--- src/rtl/irq_controller_if.sv ---
// -----------------------------------------------------------------------------
// irq_controller_if
// Groups the interrupt-source, mask-register and cpu handshake signals that
// pass between the interrupt controller and its surroundings.
//   irq_in     raw request lines, one per interrupt source
//   mask_we    mask register write strobe
//   mask_data  new mask value, 1 = line enabled
//   mask_q     current mask register
//   pending_q  current pending register
//   int_req    interrupt request towards the cpu
//   int_idx    index of the requested line, valid while int_req = 1
//   int_ack    cpu accepts the request (one-cycle pulse)
//   int_done   cpu finished the ISR (one-cycle pulse)
// Modports: slave = controller side, master = cpu / source side.
// -----------------------------------------------------------------------------
interface irq_controller_if #(
    parameter int N_IRQ = 8,
    parameter int IDX_W = 3
);
    logic [N_IRQ-1:0] irq_in;
    logic             mask_we;
    logic [N_IRQ-1:0] mask_data;
    logic [N_IRQ-1:0] mask_q;
    logic [N_IRQ-1:0] pending_q;
    logic             int_req;
    logic [IDX_W-1:0] int_idx;
    logic             int_ack;
    logic             int_done;

    modport slave (
        input  irq_in, mask_we, mask_data, int_ack, int_done,
        output mask_q, pending_q, int_req, int_idx
    );

    modport master (
        output irq_in, mask_we, mask_data, int_ack, int_done,
        input  mask_q, pending_q, int_req, int_idx
    );
endinterface

--- src/rtl/irq_controller.sv ---
// -----------------------------------------------------------------------------
// irq_controller
// Edge-detects and latches interrupt requests, applies a software mask and
// presents the lowest-index eligible line to the cpu with a req/ack handshake.
// No new request is issued until the cpu signals end-of-service (int_done).
//
// Ports:
//   clk    system clock, all state updates on the rising edge
//   reset  asynchronous, active-low; 0 clears all state immediately
//   bus    irq_controller_if.slave (request lines, mask register, pending
//          register, int_req/int_idx/int_ack/int_done handshake)
//
// Optional feature: define IRQ_SYNC_EN to pass irq_in through a 2-flop
// synchronizer before edge detection (adds 2 cycles of latency). Without it
// irq_in must already be synchronous to clk.
// -----------------------------------------------------------------------------
module irq_controller #(
    parameter int N_IRQ = 8,
    parameter int IDX_W = 3
) (
    input  logic            clk,
    input  logic            reset,
    irq_controller_if.slave bus
);

    typedef enum logic [1:0] {
        S_IDLE    = 2'd0,
        S_REQ     = 2'd1,
        S_SERVICE = 2'd2
    } state_t;

    state_t           r_state;
    state_t           w_state_nxt;
    logic [N_IRQ-1:0] r_mask;
    logic [N_IRQ-1:0] r_pending;
    logic [N_IRQ-1:0] r_irq_prev;
    logic             r_int_req;
    logic [IDX_W-1:0] r_int_idx;
    logic             w_req_nxt;
    logic [IDX_W-1:0] w_idx_nxt;
    logic             w_clr_en;
    logic [N_IRQ-1:0] w_irq_s;
    logic [N_IRQ-1:0] w_rise;
    logic [N_IRQ-1:0] w_clr;
    logic [N_IRQ-1:0] w_eligible;

    // Lowest set index wins; scanning downward lets the lowest hit overwrite.
    function automatic logic [IDX_W-1:0] f_lowest_idx(input logic [N_IRQ-1:0] vec);
        logic [IDX_W-1:0] idx;
        idx = '0;
        for (int i = N_IRQ - 1; i >= 0; i--) begin
            if (vec[i]) idx = IDX_W'(i);
        end
        return idx;
    endfunction

`ifdef IRQ_SYNC_EN
    logic [N_IRQ-1:0] r_sync_p0;
    logic [N_IRQ-1:0] r_sync_p1;

    // ---- stage p0/p1: two-flop synchronizer ----
    always_ff @(posedge clk or negedge reset) begin
        if (!reset) begin
            r_sync_p0 <= '0;
            r_sync_p1 <= '0;
        end else begin
            r_sync_p0 <= bus.irq_in;
            r_sync_p1 <= r_sync_p0;
        end
    end
    assign w_irq_s = r_sync_p1;
`else
    assign w_irq_s = bus.irq_in;
`endif

    // History resets to 0, so a line already high at reset release is an edge.
    assign w_rise     = w_irq_s & ~r_irq_prev;
    assign w_eligible = r_pending & r_mask;
    assign w_clr      = w_clr_en ? (N_IRQ'(1) << r_int_idx) : '0;

    // ---- edge detect, pending and mask registers ----
    always_ff @(posedge clk or negedge reset) begin
        if (!reset) begin
            r_irq_prev <= '0;
            r_pending  <= '0;
            r_mask     <= '0;
        end else begin
            r_irq_prev <= w_irq_s;
            // A new edge on the line being acked outranks the clear.
            r_pending  <= (r_pending & ~w_clr) | w_rise;
            if (bus.mask_we) r_mask <= bus.mask_data;
        end
    end

    // ---- FSM state and registered handshake outputs ----
    always_ff @(posedge clk or negedge reset) begin
        if (!reset) begin
            r_state   <= S_IDLE;
            r_int_req <= 1'b0;
            r_int_idx <= '0;
        end else begin
            r_state   <= w_state_nxt;
            r_int_req <= w_req_nxt;
            r_int_idx <= w_idx_nxt;
        end
    end

    // Request/index stay frozen in REQ; only ack releases them, and ack
    // takes precedence over a simultaneous done.
    always_comb begin
        w_state_nxt = r_state;
        w_req_nxt   = r_int_req;
        w_idx_nxt   = r_int_idx;
        w_clr_en    = 1'b0;
        unique case (r_state)
            S_IDLE: begin
                if (|w_eligible) begin
                    w_state_nxt = S_REQ;
                    w_req_nxt   = 1'b1;
                    w_idx_nxt   = f_lowest_idx(w_eligible);
                end
            end
            S_REQ: begin
                if (bus.int_ack) begin
                    w_state_nxt = S_SERVICE;
                    w_req_nxt   = 1'b0;
                    w_clr_en    = 1'b1;
                end
            end
            S_SERVICE: begin
                if (bus.int_done) w_state_nxt = S_IDLE;
            end
            default: begin
                w_state_nxt = S_IDLE;
                w_req_nxt   = 1'b0;
            end
        endcase
    end

    assign bus.mask_q    = r_mask;
    assign bus.pending_q = r_pending;
    assign bus.int_req   = r_int_req;
    assign bus.int_idx   = r_int_idx;

endmodule

--- src/flat_wrapper.sv ---
// flat-port wrapper written by rule: the top's interface ports become plain ports
module irq_controller_flat 
#(
    parameter int N_IRQ = 8,
    parameter int IDX_W = 3
)
  (clk, reset, bus_irq_in, bus_mask_we, bus_mask_data, bus_int_ack, bus_int_done, bus_mask_q, bus_pending_q, bus_int_req, bus_int_idx);
  irq_controller_if #(.N_IRQ(N_IRQ), .IDX_W(IDX_W)) bus_i ();
  input  logic clk;
  input  logic reset;
  input wire logic [$bits(bus_i.irq_in)-1:0] bus_irq_in;
  input wire logic [$bits(bus_i.mask_we)-1:0] bus_mask_we;
  input wire logic [$bits(bus_i.mask_data)-1:0] bus_mask_data;
  input wire logic [$bits(bus_i.int_ack)-1:0] bus_int_ack;
  input wire logic [$bits(bus_i.int_done)-1:0] bus_int_done;
  output wire logic [$bits(bus_i.mask_q)-1:0] bus_mask_q;
  output wire logic [$bits(bus_i.pending_q)-1:0] bus_pending_q;
  output wire logic [$bits(bus_i.int_req)-1:0] bus_int_req;
  output wire logic [$bits(bus_i.int_idx)-1:0] bus_int_idx;
  assign bus_i.irq_in = bus_irq_in;
  assign bus_i.mask_we = bus_mask_we;
  assign bus_i.mask_data = bus_mask_data;
  assign bus_i.int_ack = bus_int_ack;
  assign bus_i.int_done = bus_int_done;
  assign bus_mask_q = bus_i.mask_q;
  assign bus_pending_q = bus_i.pending_q;
  assign bus_int_req = bus_i.int_req;
  assign bus_int_idx = bus_i.int_idx;
  irq_controller #(.N_IRQ(N_IRQ), .IDX_W(IDX_W)) u_core (.clk(clk), .reset(reset), .bus(bus_i));
endmodule
--- config.mk ---
export PLATFORM = sky130hd
export DESIGN_NAME = irq_controller_flat
export DESIGN_NICKNAME = d
export VERILOG_FILES = /design/src/rtl/irq_controller_if.sv /design/src/rtl/irq_controller.sv /design/src/flat_wrapper.sv
export SDC_FILE = /design/constraint.sdc
export NUM_CORES = 1
export LEC_CHECK = 0
export ABC_AREA = 1
export BUFFER_PORTS_ARGS = -buffer_cell sky130_fd_sc_hd__buf_2
export CORE_MARGIN = 10
export CORE_UTILIZATION = 36
export CTS_BUF_LIST = sky130_fd_sc_hd__clkbuf_8
export DETAILED_ROUTE_END_ITERATION = 12
export MAX_ROUTING_LAYER = met4
export PLACE_DENSITY = 0.62
export SETUP_SLACK_MARGIN = 0.15
export SKIP_LAST_GASP = 1
export SLEW_MARGIN = 15
export SYNTH_ARGS = -nofsm -noshare
export SYNTH_HDL_FRONTEND = slang
export SYNTH_SLANG_ARGS = --single-unit
--- constraint.sdc ---
create_clock -name clk -period 3.25 [get_ports clk]
set_input_delay 0.4875 -clock clk [delete_from_list [all_inputs] [get_ports clk]]
set_output_delay 0.4875 -clock clk [all_outputs]
set_load 0.05 [all_outputs]
==> key figures, run 1 <==
STA
  • Slew Viols, Final: 0
  • Fmax: 672.1 MHz
  • Finish-stage setup viols: 0
  • Aggregate negative setup slack: 0 ns
  • Clk_skew: approximately 0.005 ns
  • Final hold violations: 0
  • Tmin final: 1.488 ns
  • Worst-Margin Slew: about 0.65 ns
  • Final worst path period share: 0.4578
  • RSZ-0062 raised after global routing: false
  • Slew headroom: 0.5636

Worst setup path
  • R2R Setup Slk: ~2 ns
  • CP max FO: 5
  • CP startpoint: u_core.bus.int_idx[1]
  • Critical path's top delay family: flip-flops
  • Origin of the critical flop-to-flop path: u_core.bus.mask_q[4]
  • Critical-path cell list: buf_2
  • WP buf/inv: 1
  • Cell depth of the worst flop-to-flop path: 7
  • Crit end category: output pin
  • Worst-path cell with the longest stage delay: dfrtp_1
  • Setup crit start kind: flip-flop
  • Critical Path AT: 1.00 ns
  • Stages on worst setup path: 1
  • Critical path type: flip-flop to output pin
  • Worst path required time: 2.76 ns
  • CP max stage delay: roughly 0.43 ns

Global route
  • GR Overflow Total: 0
  • Initial antenna violation count: 0
  • Vias in the first global route: about 1,100
  • First-pass GRT wire length: between 4000 and 5000 µm
  • Total GRT Usage: 0.1013
  • Largest net degree at the start of global routing: 31

Floorplanning
  • Die H: approximately 80 µm
  • Initial cell density of the core: 0.3860
  • Core box area: ~0.0031 mm²
  • Full die area: a little over 0.006 mm²
  • Num rows: 20
  • Die X: roughly 78 µm
  • I/O pin cnt: 41

Pwr
  • P_leak: 0.0008103 µW
  • Pwr Density: between 900 and 1000 mW/mm²
  • VDD IR-drop max: between 0.0004 and 0.0005 V

Status
  • Status: completed

Route
  • Routed Antenna Nets: 0
  • Wire per inst: between 10 and 15 µm
  • Via Count: roughly 950
  • Final wirelength: roughly 2800 µm
  • Residual DRC count: 0
  • Drt via density: between 4 and 5
  • DR iter-0 viols: 44
  • DRT Pass-1 Iters: 4

Clock network
  • Cts repair resizes: 0
  • Clk_lat worst skew: between 0.2 and 0.3 ns
  • Clock sink total: 30
  • CTS clk-pin slew, worst paths: ~0.060 ns
  • Root Buffer: clkbuf_8
  • Cts bufs inserted: 5
  • Max Root-Sink Buffers: 2
  • CTS tree: yes
  • H-tree Lvls: 2
  • CTS hold repair buffers: 0
  • Post-CTS setup buffers: 0

Placement
  • I/O Buffers: 40
  • Routability cong.: slightly below 0.8
  • Post-DP HPWL: 2206 µm

Cells and area
  • Ant diodes: 0
  • Layout cells sized above 1: 0.3735
  • Final #Nets: approximately 190
  • Final Core Density: 0.5116
  • Area growth syn-to-layout: 32.54%

Synth
  • Yosys warns: 0
  • FF+latch count, synth: 30
  • Post-Syn Area: about 0.0012 mm²
  • Synth Area per Inst: 10.15 µm²
  • Distinct cells, synth: 18
  • Seq/Total Area, Yosys: 0.6218
  • Cell count after synthesis: about 120
  • Synth Net Count: 140

Run
  • Maxcap violations: 0

Hold path
  • Min-Delay Path Class: primary input to asynchronous set/reset pin
==> worst paths after layout <==
path	endpoint
worst max register to register	u_core.bus.int_idx[1]
worst max-delay path	bus_int_idx[1]
min in group clk	u_core.r_irq_prev[6]
worst min register to register	u_core.bus.pending_q[2]
worst min-delay path	u_core.bus.mask_q[6]
max in group asynchronous	u_core.bus.int_req
==> state kept, by name, indices dropped and copies added (netlist names) <==
name and cells:
u_core.bus.int_idx 3, u_core.bus.int_req 1, u_core.bus.mask_q 8, u_core.bus.pending_q 8
u_core.r_irq_prev 8, u_core.r_state 2
==> synth_stat cells, drive strengths merged <==
master / number / area [µm²]
a21oi: 1 / 5.000
nor3: 2 / 21.27
o21ai: 18 / 90.09
or2: 1 / 6.260
inv: 19 / 71.31
nand3b: 1 / 7.510
nor2: 4 / 15.01
buf: 1 / 5.000
o21a: 1 / 7.510
mux2: 8 / 90.09
a31o: 1 / 8.760
nand2: 31 / 121.4
dfrtp: 30 / 750.7
o31ai: 1 / 7.510
==> logic make-up after synthesis <==
logic type	Yosys count	synth area share
and+or+nand+nor	39	0.1420
DFF	30	0.6218
AOI/OAI and AO/OA	22	0.09845
buffers and inverters	20	0.06320
muxes	8	0.07461
==> stage by stage <==
| stage | hold WS (ns) | cell area [µm²] | worst slack (ns) | instances | total power (µW) |
|---|---|---|---|---|---|
| after floorplan | 0.1919 | 1207 | 1.905 | 119 | 902.8 |
| after global placement | 0.3929 | 1458 | 1.984 | 202 | 1036 |
| after detailed placement | 0.3976 | 1458 | 1.965 | 202 | 1047 |
| after CTS | 0.2544 | 1600 | 1.746 | 210 | 1515 |
| after global routing | 0.2801 | 1600 | 1.700 | 210 | 1594 |
| final | 0.2355 | 1600 | 1.762 | 210 | 1496 |
==> placed cells by master, fill, tap and decap left out, drive strengths merged <==
cell,count
buf,40
nand2,31
dfrtp,30
inv,19
o21ai,18
mux2,8
clkbuf,6
nor2,4
bufinv,2
nor3,2
a31o,1
nand3b,1
o31ai,1
o21a,1
or2,1
a21oi,1
==> power by group <==
group	total, µW	leakage, µW	switching [µW]	internal [µW]
Combinational	517	0.000405	380	137
Sequential	516	0.000333	66.1	450
Clock	463	0.0000714	136	327
Total	1500	0.000810	582	914
==> layout make-up <==
type	instances	area, µm²
Timing Repair Buffer	40	200.2
Clock buffer	6	82.58
Inverter	19	71.32
Clock inverter	2	60.06
Multi-Input combinational cell	69	380.4
Tap cell	44	55.05
Sequential cell	30	750.7
Fill cell	314	1528
==> layer usage <==
| metal | up-vias | routed length [µm] | global-route usage |
|---|---|---|---|
| met5 | - | 0 | - |
| met1 | 453 | 1204 | 0.1079 |
| met2 | 26 | 1327 | 0.1559 |
| met4 | 0 | 46 | 0.04301 |
| li1 | 467 | - | - |
| met3 | 8 | 202 | 0.05184 |
Note: power is estimated with default switching activity, not from simulation.
==> inputs of run 2 (changes only) <==
--- a/config.mk
+++ b/config.mk
@@ -5,14 +5,14 @@
 export SDC_FILE = /design/constraint.sdc
 export NUM_CORES = 1
 export LEC_CHECK = 0
-export ABC_AREA = 1
+export ABC_AREA = 0
 export BUFFER_PORTS_ARGS = -buffer_cell sky130_fd_sc_hd__buf_2
 export CORE_MARGIN = 10
 export CORE_UTILIZATION = 36
 export CTS_BUF_LIST = sky130_fd_sc_hd__clkbuf_8
 export DETAILED_ROUTE_END_ITERATION = 12
 export MAX_ROUTING_LAYER = met4
-export PLACE_DENSITY = 0.62
+export PLACE_DENSITY = 0.63
 export SETUP_SLACK_MARGIN = 0.15
 export SKIP_LAST_GASP = 1
 export SLEW_MARGIN = 15
==> constraint.sdc (replaced) <==
create_clock -name clk -period 1.42 [get_ports clk]
set_input_delay 0.213 -clock clk [delete_from_list [all_inputs] [get_ports clk]]
set_output_delay 0.213 -clock clk [all_outputs]
set_load 0.05 [all_outputs]
==> run 2 against run 1 <==
Net effect: final cell count down 7.6%; clock skew down 0.0022 ns; via count down 0.73%; sequential power rose to 2.5 times the previous value; largest cell class unchanged; clock power up 48%.
==> key figures, run 2 <==
Clock network
  • Root Buffer: clkbuf_8 (unchanged)
  • CTS tree: yes (unchanged)
  • H-tree Lvls: 2 (unchanged)
  • Post-CTS setup buffers: 0 (unchanged)
  • Max Root-Sink Buffers: 2 (unchanged)
  • CTS clk-pin slew, worst paths: 0.06 ns (about the same)
  • Clock sink total: 30 (unchanged)
  • Clk_lat worst skew: 0.28 ns (about the same)
  • Cts bufs inserted: 5 (unchanged)

Global route
  • First-pass GRT wire length: 4643 µm (was 4781 µm)
  • Largest net degree at the start of global routing: 31 (unchanged)
  • Vias in the first global route: 978 (was 1,072)
  • Initial antenna violation count: 0 (unchanged)
  • GR Overflow Total: 0 (unchanged)
  • Total GRT Usage: 0.1002 (was 0.1013)

STA
  • Final worst path period share: 0.8839
  • RSZ-0062 raised after global routing: true (was false)
  • Finish-stage setup viols: 0 (unchanged)
  • Final hold violations: 0 (unchanged)
  • Clk_skew: 0.002692 ns (was 0.004935 ns)
  • Fmax: between 700 and 800 MHz
  • Slew headroom: 0.5690 (was 0.5636)
  • Aggregate negative setup slack: 0 ns (unchanged)
  • Tmin final: around 1.3 ns
  • Worst-Margin Slew: 0.6466 ns (was 0.6546 ns)
  • Slew Viols, Final: 0 (unchanged)

Worst setup path
  • R2r endpoint: u_core.bus.pending_q[1] (was u_core.bus.int_idx[1])
  • Setup crit start kind: flip-flop (unchanged)
  • Cell depth of the worst flop-to-flop path: 4 (was 7)
  • CP max stage delay: 0.42 ns (was 0.43 ns)
  • CP most frequent cell: o21ai_0
  • Critical path's top delay family: simple AND/OR/NAND/NOR gates (was flip-flops)
  • Crit end category: flip-flop (was output pin)
  • Worst-path cell with the longest stage delay: dfrtp_1 (unchanged)
  • Critical-path cell list: nand3b_1 > or2_4 > o21ai_0 > o21ai_0 (was buf_2)
  • Critical Path AT: 1.41 ns (was 1.00 ns)
  • WP buf/inv: 0 (was 1)
  • Origin of the critical flop-to-flop path: u_core.r_state[1] (was u_core.bus.mask_q[4])
  • Critical path type: flip-flop to flip-flop (was flip-flop to output pin)
  • Worst path required time: 1.57 ns (was 2.76 ns)
  • R2R Setup Slk: 0.16 ns (was 2.00 ns)
  • CP max FO: 6 (was 5)

Cells and area
  • Layout cells sized above 1: 0.4933 (was 0.3735)
  • Final #Nets: 170 (was 186)
  • Final cell count without fillers: 194 (was 210)
  • Commonest non-fill, non-tap cell in the layout: buf_2 (unchanged)
  • Final Cell Area: 0.001572 mm² (was 0.001600 mm²)
  • Area growth syn-to-layout: 32.91% (was 32.54%)
  • Ant diodes: 0 (unchanged)
  • Most frequent cells in the layout: buf_2, dfrtp_1, dfrtp_2, o21ai_0, nand2_1 (was buf_2, dfrtp_1, nand2_1, inv_1, o21ai_1)

Run
  • Maxcap violations: 0 (unchanged)

Hold path
  • Min-Delay Path Depth: 1
  • Min-Delay Path Class: primary input to flip-flop (was primary input to asynchronous set/reset pin)
  • Worst hold endpoint: u_core.r_irq_prev[1]
  • Hold path start: bus_irq_in[1]

Placement
  • I/O Buffers: 40 (unchanged)
  • Dpl cell area: 0.001455 mm² (was 0.001458 mm²)
  • Placed cell count: 185 (was 202)
  • Routability cong.: 0.7519 (was 0.7692)
  • Post-DP HPWL: 2237 µm (was 2206 µm)

Synth
  • FF+latch count, synth: 30 (unchanged)
  • Synth Area per Inst: 11.59 µm² (was 10.15 µm²)
  • Cell count after synthesis: 102 (was 119)
  • Top cell type's share of synthesized area: 0.6349 (was 0.6218)
  • Ys async rst share: 1.000 (unchanged)
  • Synth Net Count: 123 (was 140)
  • Most frequent cell after synthesis: dfrtp_1 (unchanged)
  • Top cells by count, synth: dfrtp_1, o21ai_0, nand2_1 (was dfrtp_1, nand2_1, inv_1)
  • Top_reg_cell synth: dfrtp_1 (unchanged)
  • EDFF count, synth: 0 (unchanged)
  • Most area-hungry cell type in the Yosys netlist: dfrtp_1 (unchanged)
  • Seq/Total Area, Yosys: 0.6349 (was 0.6218)
  • Distinct cells, synth: 22 (was 18)
  • Post-Syn Area: 0.001182 mm² (was 0.001207 mm²)
  • Yosys warns: 0 (unchanged)
  • Synth area leaders: dfrtp_1, mux2_2, o21ai_0, nand2_1, inv_1 (was dfrtp_1, nand2_1, mux2_2, o21ai_1, inv_1)

Route
  • DR iter-0 viols: 29 (was 44)
  • Routed Antenna Nets: 0 (unchanged)
  • Residual DRC count: 0 (unchanged)
  • Final wirelength: 2821 µm (was 2781 µm)
  • Drt via density: 4.881 (was 4.543)
  • Wire per inst: 14.54 µm (was 13.24 µm)
  • Via Count: 947 (was 954)
  • DRT Pass-1 Iters: 4 (unchanged)

Pwr
  • VDD IR-drop max: 0.0008040 V (was 0.0004676 V)
  • P_leak: 0.0007082 µW (was 0.0008103 µW)
  • Pwr Density: 2011 mW/mm² (was 934.9 mW/mm²)

Floorplanning
  • Num rows: 20 (unchanged)
  • Core box area: 0.003103 mm² (was 0.003128 mm²)
  • Initial cell density of the core: 0.3810 (was 0.3860)
  • Full die area: 0.005977 mm² (was 0.006070 mm²)
  • Die H: 77.31 µm (was 77.91 µm)
  • I/O pin cnt: 41 (unchanged)
  • Die X: 77.31 µm (was 77.91 µm)

Status
  • Status: completed (unchanged)
run 2: cell types whose count changed after synthesis, sizes merged, moves of 2 or more:
cell | previous run | this run
a32o | 0 | 2
a21oi | 1 | 4
inv | 19 | 9
nor2 | 4 | 2
nor3 | 2 | 0
nand2 | 31 | 13
nand2b | 0 | 2
a22oi | 0 | 4
run 2: report_power, final:
group / switching, µW / total, µW / internal (µW)
clock: 303 / 686 / 383
combinational: 828 / 1180 / 350
sequential: 237 / 1300 / 1060
run 2: worst max-delay path by stage:
stage	start	to	slack, ns	cells past startpoint
after global routing	u_core.r_state[1]	u_core.bus.pending_q[0]	0.09	4
after global placement	u_core.r_state[1]	u_core.bus.pending_q[1]	0.21	4
after CTS	u_core.r_state[1]	u_core.bus.pending_q[1]	0.16	4
after floorplan	u_core.bus.pending_q[3]	u_core.bus.int_idx[0]	0.15	4
after detailed placement	u_core.r_state[1]	u_core.bus.pending_q[1]	0.18	4
final	u_core.r_state[1]	u_core.bus.pending_q[1]	0.16	4
run 2: area by class of cell:
cell class,instances,area (µm²)
clock buffers,6,82.58
repair buffers,41,215.2
clock inverters,2,8.758
multi-input cells,62,407.9
flip-flops and latches,30,768.2
inverters,9,33.78
well taps,44,55.05
fillers,317,1531
run 2: layer usage:
metal  global-route usage  share of wire  wire (µm)  up-vias
met3              0.05594          0.086        243        4
met4              0.03285         0.0046         13        0
met5                    -              0          0        -
met2               0.1321           0.42       1186       42
met1               0.1253           0.49       1378      450
li1                     -              -          -      451
run 2: metrics by stage:
step	utilization	hold WS, ns	power, µW	setup WS [ns]
global route	0.5065	0.04652	3351	0.09363
finish	0.5065	0.05087	3160	0.1648
detailed placement	0.4690	0.2781	2467	0.1795
CTS	0.5032	0.04506	3181	0.1642
floorplan	-	-0.08259	2120	0.1527
global placement	0.4690	0.2721	2448	0.2072
run 2: what timing repair did:
action | CTS | global route
hold buffers | 1 | 0
cloned | 0 | 0
setup endpoints to repair | 2 | 9
hold endpoints to repair | 30 | 0
resized for setup | 2 | 5
run 2: logic make-up after synthesis:
| kind of cell | after synthesis | share of synthesized area |
|---|---|---|
| AO/OA/AOI/OAI | 31 | 0.1609 |
| flip-flops | 30 | 0.6349 |
| multiplexers | 8 | 0.07619 |
| AND/OR/NAND/NOR | 23 | 0.09525 |
| buffers and inverters | 10 | 0.03280 |
